[src/rtl/enc8_req_arb.sv]
// Request encoder/arbiter: synchronizes eight active-low request lines, latches their
// assertions and presents one 4-bit code (A[3]=0 valid, 4'h8 none) until acknowledged.
module enc8_req_arb #(
  parameter int RR          = 0,
  parameter int SYNC_STAGES = 2
) (
  input  logic       clk_in,
  input  logic       res_n,
  input  logic [7:0] req_n,
  input  logic       ack,
  input  logic       ovr_clr,
  output logic [3:0] A,
  output logic       valid,
  output logic [7:0] pend,
  output logic [7:0] ovr
);

  typedef enum logic [1:0] {S_IDLE, S_GRANT, S_HOLD} state_t;

  localparam logic [3:0] CODE_NONE = 4'h8;

  logic [SYNC_STAGES-1:0][7:0] sync_q;
  logic [7:0]                  s_d_q;
  logic [7:0]                  s;
  logic [7:0]                  rise;

  state_t     state_q, state_d;
  logic [3:0] a_q, a_d;
  logic       valid_q, valid_d;
  logic [2:0] ptr_q, ptr_d;
  logic [7:0] pend_q, pend_d;
  logic [7:0] ovr_q, ovr_d;
  logic       ack_acc;
  logic [7:0] clr;
  logic [2:0] win_idx;
  logic [2:0] idx;
  logic       win_found;

  // Synchronizer and edge-detect flops idle high (no request).
  always_ff @(posedge clk_in or negedge res_n) begin
    if (!res_n) begin
      sync_q <= '1;
      s_d_q  <= '1;
    end else begin
      sync_q <= {sync_q[SYNC_STAGES-2:0], req_n};
      s_d_q  <= sync_q[SYNC_STAGES-1];
    end
  end

  assign s    = sync_q[SYNC_STAGES-1];
  assign rise = s_d_q & ~s;

  // Search from the pointer in round-robin mode, from line 0 otherwise.
  always_comb begin
    win_found = 1'b0;
    win_idx   = 3'd0;
    idx       = 3'd0;
    for (int k = 0; k < 8; k++) begin
      idx = (RR != 0) ? ptr_q + 3'(k) : 3'(k);
      if (!win_found && pend_q[idx]) begin
        win_found = 1'b1;
        win_idx   = idx;
      end
    end
  end

  always_comb begin
    state_d = state_q;
    a_d     = a_q;
    valid_d = valid_q;
    ptr_d   = ptr_q;
    ack_acc = 1'b0;
    case (state_q)
      S_IDLE: begin
        a_d     = CODE_NONE;
        valid_d = 1'b0;
        if (win_found) begin
          state_d = S_GRANT;
          a_d     = {1'b0, win_idx};
          valid_d = 1'b1;
        end
      end
      S_GRANT: begin
        if (ack) begin
          ack_acc = 1'b1;
          state_d = S_HOLD;
          a_d     = CODE_NONE;
          valid_d = 1'b0;
          ptr_d   = a_q[2:0] + 3'd1;
        end
      end
      S_HOLD: begin
        state_d = S_IDLE;
        a_d     = CODE_NONE;
        valid_d = 1'b0;
      end
      default: begin
        state_d = S_IDLE;
        a_d     = CODE_NONE;
        valid_d = 1'b0;
      end
    endcase
  end

  // A new assertion on the same cycle as its acknowledge re-pends the line.
  assign clr    = ack_acc ? (8'd1 << a_q[2:0]) : 8'd0;
  assign pend_d = rise | (pend_q & ~clr);
  assign ovr_d  = (rise & pend_q & ~clr) | (ovr_q & ~{8{ovr_clr}});

  always_ff @(posedge clk_in or negedge res_n) begin
    if (!res_n) begin
      state_q <= S_IDLE;
      a_q     <= CODE_NONE;
      valid_q <= 1'b0;
      ptr_q   <= 3'd0;
      pend_q  <= 8'd0;
      ovr_q   <= 8'd0;
    end else begin
      state_q <= state_d;
      a_q     <= a_d;
      valid_q <= valid_d;
      ptr_q   <= ptr_d;
      pend_q  <= pend_d;
      ovr_q   <= ovr_d;
    end
  end

  assign A     = a_q;
  assign valid = valid_q;
  assign pend  = pend_q;
  assign ovr   = ovr_q;

endmodule
[config.mk]
export PLATFORM = sky130hd
export DESIGN_NAME = enc8_req_arb
export DESIGN_NICKNAME = d
export VERILOG_FILES = /design/src/rtl/enc8_req_arb.sv
export SDC_FILE = /design/constraint.sdc
export NUM_CORES = 1
export LEC_CHECK = 0
export ABC_CLOCK_PERIOD_IN_PS = 2990
export CAP_MARGIN = 10
export CELL_PAD_IN_SITES_DETAIL_PLACEMENT = 1
export CELL_PAD_IN_SITES_GLOBAL_PLACEMENT = 2
export CORE_ASPECT_RATIO = 0.8
export CORE_UTILIZATION = 36
export CTS_CLUSTER_SIZE = 25
export DETAILED_ROUTE_END_ITERATION = 8
export GPL_ROUTABILITY_DRIVEN = 0
export MAX_ROUTING_LAYER = met4
export PLACE_DENSITY = 0.86
export SLEW_MARGIN = 5
export SYNTH_ARGS = -nofsm -noshare
export SYNTH_HDL_FRONTEND = slang
export SYNTH_SLANG_ARGS = --single-unit
[constraint.sdc]
create_clock -name clk_in -period 2.99 [get_ports clk_in]
set_clock_uncertainty 0.1 [all_clocks]
set_input_delay 0.598 -clock clk_in [delete_from_list [all_inputs] [get_ports clk_in]]
set_output_delay 0.598 -clock clk_in [all_outputs]
set_load 0.1 [all_outputs]
Yosys cells after proc, flatten, opt, wreduce, memory -nomap -nowiden
Cells that the tools add are included.
{"block": "totals", "out_inout_bits": 21, "regBits": 47, "in_bits": 12, "word_cells": 65}
{"block": "classes", "reduce_logical": 16, "bitwise_logic": 10, "n_mux": 27, "shifts": 1, "n_eq_ne": 3}
{"cell": "bitwise AND 8 bit", "n": 5}
{"cell": "inverter 8 bit", "n": 3}
{"cell": "2-to-1 mux 3 bit", "n": 6}
{"cell": "OR 8 bit", "n": 2}
{"cell": "2-to-1 mux 1 bit", "n": 13}
{"cell": "2-to-1 mux 4 bit", "n": 2}
{"cell": "2-to-1 mux 8 bit", "n": 1}
{"cell": "one-hot mux 4 bit (2 select lines)", "n": 1}
{"cell": "<< shifter 1 x 3 -> 8 bit (first input constant)", "n": 1}
{"cell": "logical AND 1 bit", "n": 7}
{"cell": "logical NOT 1 bit", "n": 7}
{"cell": "2-to-1 mux 2 bit", "n": 2}
{"cell": "!= test 2 bit (second input constant)", "n": 2}
{"cell": "one-hot mux 2 bit (2 select lines)", "n": 1}
{"cell": "== test 2 x 1 -> 1 bit (second input constant)", "n": 1}
{"cell": "logical NOT 2 bit", "n": 1}
{"cell": "one-hot mux 1 bit (2 select lines)", "n": 1}
{"cell": "AND reduction 2 bit", "n": 1}

Longest topological paths before layout
Gate-level depths: netlist of the first run.
{"block": "depth", "ltp_word": 24, "ltp_mapped": 3, "depth_no_buf": 3}

Worst setup path before layout of the first run
No wires, ideal clock.
{"block": "synth_path", "path_type": "reg2reg", "from": "register pend_q[4], in the netlist pend[4]", "to": "register a_q[1], in the netlist A[1]", "path_stages_with_launch": 4, "period_less_slack_ps": 1908, "t_required_ps": 2767, "t_arrival_ps": 1684, "n_path_buf": 0, "setup_time_ps": 123, "slack_ps": 1082, "cell_sequence": "dfrtp_1 > nor2_1 > or3_1 > a32o_1"}
{"block": "synth_via", "elab_chain_len": 13}
{"element": "from (decl)", "line": "31", "source": "logic [7:0] pend_q, pend_d;"}
{"element": "from (signal assigned)", "line": "123", "source": "pend_q <= pend_d;"}
{"element": "logical AND 1 bit (*)", "line": "60", "source": "if (!win_found && pend_q[idx]) begin"}
{"element": "2-to-1 mux 1 bit", "line": "60"}
{"element": "logical NOT 1 bit", "line": "60"}
{"element": "logical AND 1 bit", "line": "60"}
{"element": "2-to-1 mux 1 bit", "line": "60"}
{"element": "logical NOT 1 bit", "line": "60"}
{"element": "logical AND 1 bit", "line": "60"}
{"element": "2-to-1 mux 1 bit", "line": "60"}
{"element": "logical NOT 1 bit", "line": "60"}
{"element": "logical AND 1 bit", "line": "60"}
{"element": "2-to-1 mux 3 bit or 2-to-1 mux 1 bit (tied branches)", "line": "60"}
{"element": "2-to-1 mux 4 bit (*)", "line": "77", "source": "if (win_found) begin"}
{"element": "one-hot mux 4 bit (2 select lines) (*)", "line": "73", "source": "case (state_q)"}
{"element": "to (signal assigned)", "line": "113", "source": "a_q <= CODE_NONE;"}
{"element": "to (signal assigned)", "line": "120", "source": "a_q <= a_d;"}
{"element": "to (decl)", "line": "28", "source": "logic [3:0] a_q, a_d;"}
Mark *: on every way between the ends. The rest lies on a longest branch, timed or not.
A chain may end at the register's enable or synchronous reset.

Worst setup path after layout of the first run
{"block": "layout_path", "from": "register a_q[2], in the netlist A[2]", "to": "output A[2]"}
{"element": "to (decl)", "line": "12", "source": "output logic [3:0] A,"}
No word-level cell between the ends.

==> results of run 1 <==
## flip-flops by register name (all words and copies together) (netlist names)
name,count
ovr,8
sync_q,8
valid,1
s_d_q,8
state_q,2
A,4
s,8
pend,8
## final timing paths
path,from,end,slack [ns],cells after the start
worst max-delay path,A[2]$_DFFE_PN0P_,A[2],1.15,1
worst min-delay path,sync_q[2]$_DFF_PN1_,s[2]$_DFF_PN1_,0.26,0
worst max register to register,pend[0]$_DFF_PN0_,A[1]$_DFFE_PN0P_,1.47,3
worst min register to register,sync_q[2]$_DFF_PN1_,s[2]$_DFF_PN1_,0.26,0
max in group asynchronous,res_n,ovr[3]$_DFF_PN0_,1.82,1
min in group asynchronous,res_n,pend[5]$_DFF_PN0_,0.36,1
## metrics by stage
| step | util [%] | power, uW | instances |
|---|---|---|---|
| 2_1_floorplan | - | 1260 | 113 |
| 3_3_place_gp | 45.8 | 1410 | 201 |
| 3_5_place_dp | 45.8 | 1420 | 201 |
| 4_1_cts | 48.9 | 1960 | 209 |
| 5_1_grt | 48.9 | 2030 | 209 |
| 6_report | 48.9 | 1950 | 209 |
## cells by family after synthesis
logic type / count (synthesis) / synth area share [%]
compound gates: 23 / 9.98
simple gates: 33 / 12.5
buf+inv: 10 / 2.34
flops: 47 / 75.2
## cell usage after synthesis (all sizes together)
master and count:
dfstp 25, and3b 1, nor2 3, nand4b 1, nor2b 1, or3 1
o31ai 2, a32o 2, or2 1, o22ai 8, o21ai 6, nand2 9
a21oi 1, dfrtp 22, nor3b 1, buf 1, nand4bb 1, inv 9
a311oi 1, nor3 1, o21bai 1, a22o 1, nand2b 11, nor4 1
nand3 1, a21o 1
## power by group
group          internal (uW)  switching [uW]
Clock                    334             207
Combinational            136             458
Sequential               729            83.6
Total                   1200             749
## routing by layer
metal | GRT usage [%] | share of wire, %
met1 | 20.2 | 48
met4 | 9.07 | 1.2
met5 | - | 0
met3 | 4.53 | 4.5
met2 | 23.3 | 46
## layout make-up
cell class                      instances  area (um2)  area share (%)
Clock buffer                            6        72.6            3.51
Clock inverter                          2        60.1            2.90
Inverter                                9        33.8            1.63
Multi-Input combinational cell         56         360            17.4
Sequential cell                        47        1210            58.4
Tap cell                               57        71.3            3.45
Timing Repair Buffer                   32         263            12.7
==> impl_results.html, run 1 <==
<table>
<tr><th>Metric</th><th>Value</th></tr>
<tr><th colspan="2">Run status</th></tr>
<tr><td>Outcome</td><td>complete, no violations</td></tr>
<tr><th colspan="2">Timing</th></tr>
<tr><td>Setup TNS Final</td><td>0 ns</td></tr>
<tr><td>Share of the cycle needed by the critical path after routing</td><td>around 60%</td></tr>
<tr><td>Tightest Pin Transition</td><td>just under 1 ns</td></tr>
<tr><td>Worst Hold Slack</td><td>between 0.2 and 0.3 ns</td></tr>
<tr><td>Fin crit period</td><td>1.84 ns</td></tr>
<tr><td>Remaining max-slew budget at the tightest pin</td><td>about a third</td></tr>
<tr><td>Final Hold Fails</td><td>0</td></tr>
<tr><td>Fin. max-slew vios</td><td>0</td></tr>
<tr><td>Setup repair after global routing missed its margin</td><td>false</td></tr>
<tr><td>F_max</td><td>~540 MHz</td></tr>
<tr><td>Final Setup Violations</td><td>0</td></tr>
<tr><td>Final setup margin</td><td>~1.1 ns</td></tr>
<tr><th colspan="2">Placement</th></tr>
<tr><td>Placed wire-length estimate</td><td>approximately 2200 um</td></tr>
<tr><td>Placement Cell Area</td><td>0.00194 mm2</td></tr>
<tr><td>Placement Setup Slack</td><td>0.909 ns</td></tr>
<tr><td>PortBufs</td><td>32</td></tr>
<tr><th colspan="2">Clocking</th></tr>
<tr><td>Buffer levels on the longest clock path</td><td>2</td></tr>
<tr><td>Sink Count</td><td>between 40 and 50</td></tr>
<tr><td>Total of cells resized after clock tree synthesis</td><td>0</td></tr>
<tr><td>Clock tree from TritonCTS</td><td>built</td></tr>
<tr><td>Cts bufs inserted</td><td>5</td></tr>
<tr><td>Clk_lat worst skew</td><td>about 0.30 ns</td></tr>
<tr><td>Root buffer cell</td><td>sky130_fd_sc_hd__clkbuf_8</td></tr>
<tr><td>Setup fix buffers added after clock tree synthesis</td><td>0</td></tr>
<tr><td>CTS H-tree lvls</td><td>2</td></tr>
<tr><td>Cts hold-fix bufs</td><td>0</td></tr>
<tr><td>Clock input transition at the sequential cells of the worst setup and hold paths</td><td>0.08 ns</td></tr>
<tr><th colspan="2">Layout</th></tr>
<tr><td>Final Net Count</td><td>about 160</td></tr>
<tr><td>Layout cells sized above 1</td><td>a little under two fifths</td></tr>
<tr><td>Total inserted antenna cells</td><td>0</td></tr>
<tr><td>Filler cells</td><td>453</td></tr>
<tr><td>Growth of design area from synthesis to finish</td><td>28.8%</td></tr>
<tr><td>Most common cell after layout, fill and taps aside</td><td>sky130_fd_sc_hd__dfstp_2</td></tr>
<tr><td>Commonest cells after routing, fill and taps aside</td><td>sky130_fd_sc_hd__dfstp_2 (25), sky130_fd_sc_hd__dfrtp_1 (22), sky130_fd_sc_hd__buf_4 (21)</td></tr>
<tr><td>Final standard cell area without fillers</td><td>0.00207 mm2</td></tr>
<tr><th colspan="2">Routing</th></tr>
<tr><td>Initial DRC count</td><td>37</td></tr>
<tr><td>Post-route antenna net violation count</td><td>0</td></tr>
<tr><td>Routed via count divided by cell count</td><td>4.80</td></tr>
<tr><td>Total number of vias</td><td>approximately 1000</td></tr>
<tr><td>Total wire length</td><td>roughly 3200 um</td></tr>
<tr><td>WL per Instance</td><td>15.4 um</td></tr>
<tr><td>Number of optimization iterations in the first detailed-route pass</td><td>4</td></tr>
<tr><td>Number of design rule violations left after detail routing</td><td>0</td></tr>
<tr><th colspan="2">Floorplanning</th></tr>
<tr><td>Die Outline Area</td><td>about 0.0047 mm2</td></tr>
<tr><td>Number of top-level pins</td><td>33</td></tr>
<tr><td>Starting utilization of the core area</td><td>a little under two fifths</td></tr>
<tr><td>Die span in x</td><td>between 70 and 80 um</td></tr>
<tr><td>Number of placement rows</td><td>21</td></tr>
<tr><td>Die Height</td><td>61.7 um</td></tr>
<tr><td>Core Box Area</td><td>about 0.0042 mm2</td></tr>
<tr><th colspan="2">Power and ir drop</th></tr>
<tr><td>Maximum VDD drop</td><td>0.000479 V</td></tr>
<tr><td>Pleak</td><td>0.000860 uW</td></tr>
<tr><td>Total power density per cell area</td><td>~940 mW/mm2</td></tr>
<tr><th colspan="2">GRT</th></tr>
<tr><td>Overall fraction of global-route tracks in use</td><td>between 10% and 20%</td></tr>
<tr><td>Global-route wire length before repair</td><td>5150 um</td></tr>
<tr><td>Pin count of the biggest net entering global routing</td><td>48</td></tr>
<tr><td>Total grt overflow</td><td>0</td></tr>
<tr><td>Number of antenna violations at the first check in global routing</td><td>0</td></tr>
<tr><td>Vias in the first global route</td><td>1054</td></tr>
<tr><th colspan="2">Worst setup path</th></tr>
<tr><td>Stage delay of the slowest cell on the critical path</td><td>~0.50 ns</td></tr>
<tr><td>Critical path's top delay family</td><td>flip-flops</td></tr>
<tr><td>Setup CP Type</td><td>reg2out</td></tr>
<tr><td>Endpoint arrival time on the critical path</td><td>~1.1 ns</td></tr>
<tr><td>Bufs and invs on worst path</td><td>1</td></tr>
<tr><td>Ordered list of cells on the worst path</td><td>buf_4</td></tr>
<tr><td>Category of the worst setup path capture point</td><td>output port</td></tr>
<tr><td>Critical Path RT</td><td>2.29 ns</td></tr>
<tr><td>Critical Path Source Type</td><td>flop</td></tr>
<tr><td>Master of the slowest instance on the critical path</td><td>sky130_fd_sc_hd__dfrtp_1</td></tr>
<tr><td>Maximum fanout along the worst path</td><td>7</td></tr>
<tr><th colspan="2">Synthesis</th></tr>
<tr><td>Per-instance average area after synthesis</td><td>between 10 and 15 um2</td></tr>
<tr><td>Count of synthesis-stage warnings from yosys</td><td>0</td></tr>
<tr><td>Synth area leaders</td><td>sky130_fd_sc_hd__dfstp_2 (41%), sky130_fd_sc_hd__dfrtp_1 (34%), sky130_fd_sc_hd__nand2b_1 (4.3%)</td></tr>
<tr><td>Mapped Area</td><td>between 0.0015 and 0.002 mm2</td></tr>
<tr><td>Share of synthesized area occupied by flip-flops and latches</td><td>between 70% and 80%</td></tr>
<tr><td>Cell count after synthesis</td><td>113</td></tr>
<tr><td>Share of the synthesized area in the top cell type</td><td>40.9%</td></tr>
<tr><td>Net Count, Synth</td><td>about 130</td></tr>
<tr><td>Count of cell types in the netlist</td><td>26</td></tr>
<tr><td>Number of synthesized register bits</td><td>47</td></tr>
<tr><td>Library cell with the largest summed area after synthesis</td><td>sky130_fd_sc_hd__dfstp_2</td></tr>
<tr><th colspan="2">Run</th></tr>
<tr><td>Maximum capacitance violations</td><td>0</td></tr>
<tr><th colspan="2">Worst hold path</th></tr>
<tr><td>Path class of the lowest-slack min-delay path</td><td>reg2reg</td></tr>
</table>
Power figures use the tool's default switching activity.
==> run 2, diff against run 1 <==
ABC_CLOCK_PERIOD_IN_PS = 1600   (was 2990)
CORE_UTILIZATION = 30   (was 36)
PLACE_DENSITY = 0.77   (was 0.86)
clock period = 1.6 ns   (was 2.99 ns; I/O delays follow)
==> impl_results.html, run 2 (synthesis results as in run 1) <==
<table>
<tr><th>Metric</th><th>Value</th></tr>
<tr><th colspan="2">Run status</th></tr>
<tr><td>Outcome</td><td>complete, no violations</td></tr>
<tr><th colspan="2">Timing</th></tr>
<tr><td>Share of the cycle needed by the critical path after routing</td><td>between 90% and 100%</td></tr>
<tr><td>Setup repair after global routing missed its margin</td><td>false</td></tr>
<tr><td>F_max</td><td>about 650 MHz</td></tr>
<tr><td>Final Hold Fails</td><td>0 (unchanged)</td></tr>
<tr><td>Tightest Pin Transition</td><td>0.383 ns (-0.607 ns)</td></tr>
<tr><td>Remaining max-slew budget at the tightest pin</td><td>74.4% (+40 points)</td></tr>
<tr><td>Fin. max-slew vios</td><td>0 (unchanged)</td></tr>
<tr><td>Fin crit period</td><td>1.53 ns</td></tr>
<tr><td>Final setup margin</td><td>0.0698 ns (-1.08 ns)</td></tr>
<tr><td>Final Setup Violations</td><td>0 (unchanged)</td></tr>
<tr><th colspan="2">Worst hold path</th></tr>
<tr><td>Path class of the lowest-slack min-delay path</td><td>reg2reg</td></tr>
<tr><td>Hold path startpoint</td><td>sync_q[5]$_DFF_PN1_</td></tr>
<tr><th colspan="2">Worst setup path</th></tr>
<tr><td>Critical Path Source Type</td><td>flop</td></tr>
<tr><td>Master of the slowest instance on the critical path</td><td>sky130_fd_sc_hd__dfrtp_4</td></tr>
<tr><td>Critical Path RT</td><td>1.68 ns (-0.61 ns)</td></tr>
<tr><td>Category of the worst setup path capture point</td><td>flop</td></tr>
<tr><td>Setup CP Type</td><td>reg2reg</td></tr>
<tr><td>Stage delay of the slowest cell on the critical path</td><td>0.49 ns (about the same)</td></tr>
<tr><td>Critical path's top delay family</td><td>flip-flops</td></tr>
<tr><td>Start point of the critical path</td><td>pend[3]$_DFF_PN0_</td></tr>
<tr><td>Ordered list of cells on the worst path</td><td>nor4_4 -&gt; a311oi_4 -&gt; a32o_1</td></tr>
<tr><td>Bufs and invs on worst path</td><td>0 (-1)</td></tr>
<tr><td>R2r startpoint</td><td>pend[3]$_DFF_PN0_</td></tr>
<tr><td>Endpoint arrival time on the critical path</td><td>1.61 ns (+0.47 ns)</td></tr>
<tr><td>Maximum fanout along the worst path</td><td>5 (-2)</td></tr>
<tr><th colspan="2">Floorplanning</th></tr>
<tr><td>Number of top-level pins</td><td>33 (unchanged)</td></tr>
<tr><td>Number of placement rows</td><td>23 (+9.5%)</td></tr>
<tr><td>Die Outline Area</td><td>0.00565 mm2 (+19%)</td></tr>
<tr><td>Die Height</td><td>67.4 um (+9.2%)</td></tr>
<tr><td>Core Box Area</td><td>0.00506 mm2 (+20%)</td></tr>
<tr><td>Die span in x</td><td>83.8 um (+9.3%)</td></tr>
<tr><td>Starting utilization of the core area</td><td>31.7% (-6.3 points)</td></tr>
<tr><th colspan="2">Placement</th></tr>
<tr><td>Placement Setup Slack</td><td>-0.168 ns (-1.08 ns)</td></tr>
<tr><td>Placed wire-length estimate</td><td>2300 um (+2.7%)</td></tr>
<tr><td>Cell total after placement</td><td>212 (+5.5%)</td></tr>
<tr><td>PortBufs</td><td>32 (unchanged)</td></tr>
<tr><th colspan="2">Layout</th></tr>
<tr><td>Final Net Count</td><td>170 (+4.3%)</td></tr>
<tr><td>Filler cells</td><td>524 (+16%)</td></tr>
<tr><td>Most common cell after layout, fill and taps aside</td><td>sky130_fd_sc_hd__dfstp_2</td></tr>
<tr><td>Growth of design area from synthesis to finish</td><td>49.7%</td></tr>
<tr><td>Layout cells sized above 1</td><td>47.2% (+9.7 points)</td></tr>
<tr><td>Commonest cells after routing, fill and taps aside</td><td>sky130_fd_sc_hd__dfstp_2 (25), sky130_fd_sc_hd__buf_12 (22), sky130_fd_sc_hd__nand2b_1 (11), sky130_fd_sc_hd__dfrtp_1 (11), sky130_fd_sc_hd__clkdlybuf4s50_1 (10)</td></tr>
<tr><td>Total inserted antenna cells</td><td>0 (unchanged)</td></tr>
<tr><td>Filler-free cell count of the finished design</td><td>221 (+5.7%)</td></tr>
<tr><th colspan="2">Clocking</th></tr>
<tr><td>Root buffer cell</td><td>sky130_fd_sc_hd__clkbuf_8</td></tr>
<tr><td>Clock input transition at the sequential cells of the worst setup and hold paths</td><td>0.08 ns (about the same)</td></tr>
<tr><td>Clk_lat worst skew</td><td>0.29 ns (about the same)</td></tr>
<tr><td>Buffer levels on the longest clock path</td><td>2 (unchanged)</td></tr>
<tr><td>Setup fix buffers added after clock tree synthesis</td><td>0 (unchanged)</td></tr>
<tr><td>Sink Count</td><td>47 (unchanged)</td></tr>
<tr><td>Clock tree from TritonCTS</td><td>built</td></tr>
<tr><td>CTS H-tree lvls</td><td>2 (unchanged)</td></tr>
<tr><td>Cts bufs inserted</td><td>5 (unchanged)</td></tr>
<tr><th colspan="2">Power and ir drop</th></tr>
<tr><td>Pleak</td><td>0.000978 uW (+14%)</td></tr>
<tr><td>Total power density per cell area</td><td>1550 mW/mm2 (+64%)</td></tr>
<tr><td>Maximum VDD drop</td><td>0.00110 V (+130%)</td></tr>
<tr><th colspan="2">Run</th></tr>
<tr><td>Maximum capacitance violations</td><td>0 (unchanged)</td></tr>
<tr><th colspan="2">Routing</th></tr>
<tr><td>Number of optimization iterations in the first detailed-route pass</td><td>4 (unchanged)</td></tr>
<tr><td>Number of design rule violations left after detail routing</td><td>0 (unchanged)</td></tr>
<tr><td>Routed via count divided by cell count</td><td>4.64 (-3.4%)</td></tr>
<tr><td>Initial DRC count</td><td>47 (+27%)</td></tr>
<tr><td>Post-route antenna net violation count</td><td>0 (unchanged)</td></tr>
<tr><td>Total number of vias</td><td>1026 (+2.2%)</td></tr>
<tr><td>Total wire length</td><td>3190 um (-0.96%)</td></tr>
<tr><td>WL per Instance</td><td>14.4 um (-6.3%)</td></tr>
<tr><th colspan="2">GRT</th></tr>
<tr><td>Overall fraction of global-route tracks in use</td><td>13.3% (-2.6 points)</td></tr>
<tr><td>Total grt overflow</td><td>0 (unchanged)</td></tr>
<tr><td>Number of antenna violations at the first check in global routing</td><td>0 (unchanged)</td></tr>
<tr><td>Global-route wire length before repair</td><td>5460 um (+5.9%)</td></tr>
<tr><td>Pin count of the biggest net entering global routing</td><td>48 (unchanged)</td></tr>
<tr><td>Vias in the first global route</td><td>1146 (+8.7%)</td></tr>
</table>
[run 2: final cells by class]
cell class / count / area [um2] / area share, %
flip-flops and latches: 47 / 1230 / 51.1
repair buffers: 39 / 593 / 24.7
multi-input cells: 56 / 372 / 15.5
clock buffers: 6 / 82.6 / 3.44
well taps: 62 / 77.6 / 3.23
inverters: 9 / 33.8 / 1.41
clock inverters: 2 / 16.3 / 0.677
[run 2: path summary, 6_finish.rpt]
path,slack (ns),cells past startpoint,endpoint
max in group asynchronous,0.69,3,s_d_q[2]$_DFF_PN1_
hold reg to reg,0.26,0,s[5]$_DFF_PN1_
setup / recovery,0.07,3,A[1]$_DFFE_PN0P_
hold / removal,0.26,0,s[5]$_DFF_PN1_
min in group asynchronous,0.44,3,ovr[0]$_DFF_PN0_
setup reg to reg,0.07,3,A[1]$_DFFE_PN0P_
[run 2: power by group]
group / switching (uW) / internal, uW
sequential: 197 / 1380
combinational: 880 / 524
clock: 383 / 352
total: 1460 / 2260
[run 2: timing repair]
item,4_1_cts,5_1_grt
endpoints found under the hold margin,22,0
gates resized for setup,0,1
hold buffers,1,0
endpoints found under the setup margin,0,1
[run 2: worst reg2reg max path, cell delays in order (launching register included)]
cell                       delay, ns
sky130_fd_sc_hd__dfrtp_4        0.49
sky130_fd_sc_hd__nor4_4         0.38
sky130_fd_sc_hd__a311oi_4       0.17
sky130_fd_sc_hd__a32o_1         0.28
[run 2: metal layers]
layer / vias to the layer above / GRT usage (%) / wire length, um
met3: 4 / 3.67 / 147
met5: - / - / 0
met1: 517 / 15.7 / 1450
li1: 474 / - / -
met2: 31 / 22.6 / 1560
met4: 0 / 4.45 / 29
[run 2: per-stage QoR]
step | TNS (ns) | hold slack (ns) | area [um2] | total power (uW) | utilization (%)
final | 0 | 0.259 | 2400 | 3720 | 47.5
after global routing | 0 | 0.263 | 2400 | 3870 | 47.5
after floorplan | -0.0217 | -0.0756 | 1630 | 2380 | -
after detailed placement | -1.94 | 0.221 | 2280 | 2990 | 45.1
after CTS | 0 | 0.260 | 2390 | 3750 | 47.2
after global placement | -1.50 | 0.215 | 2280 | 2970 | 45.1
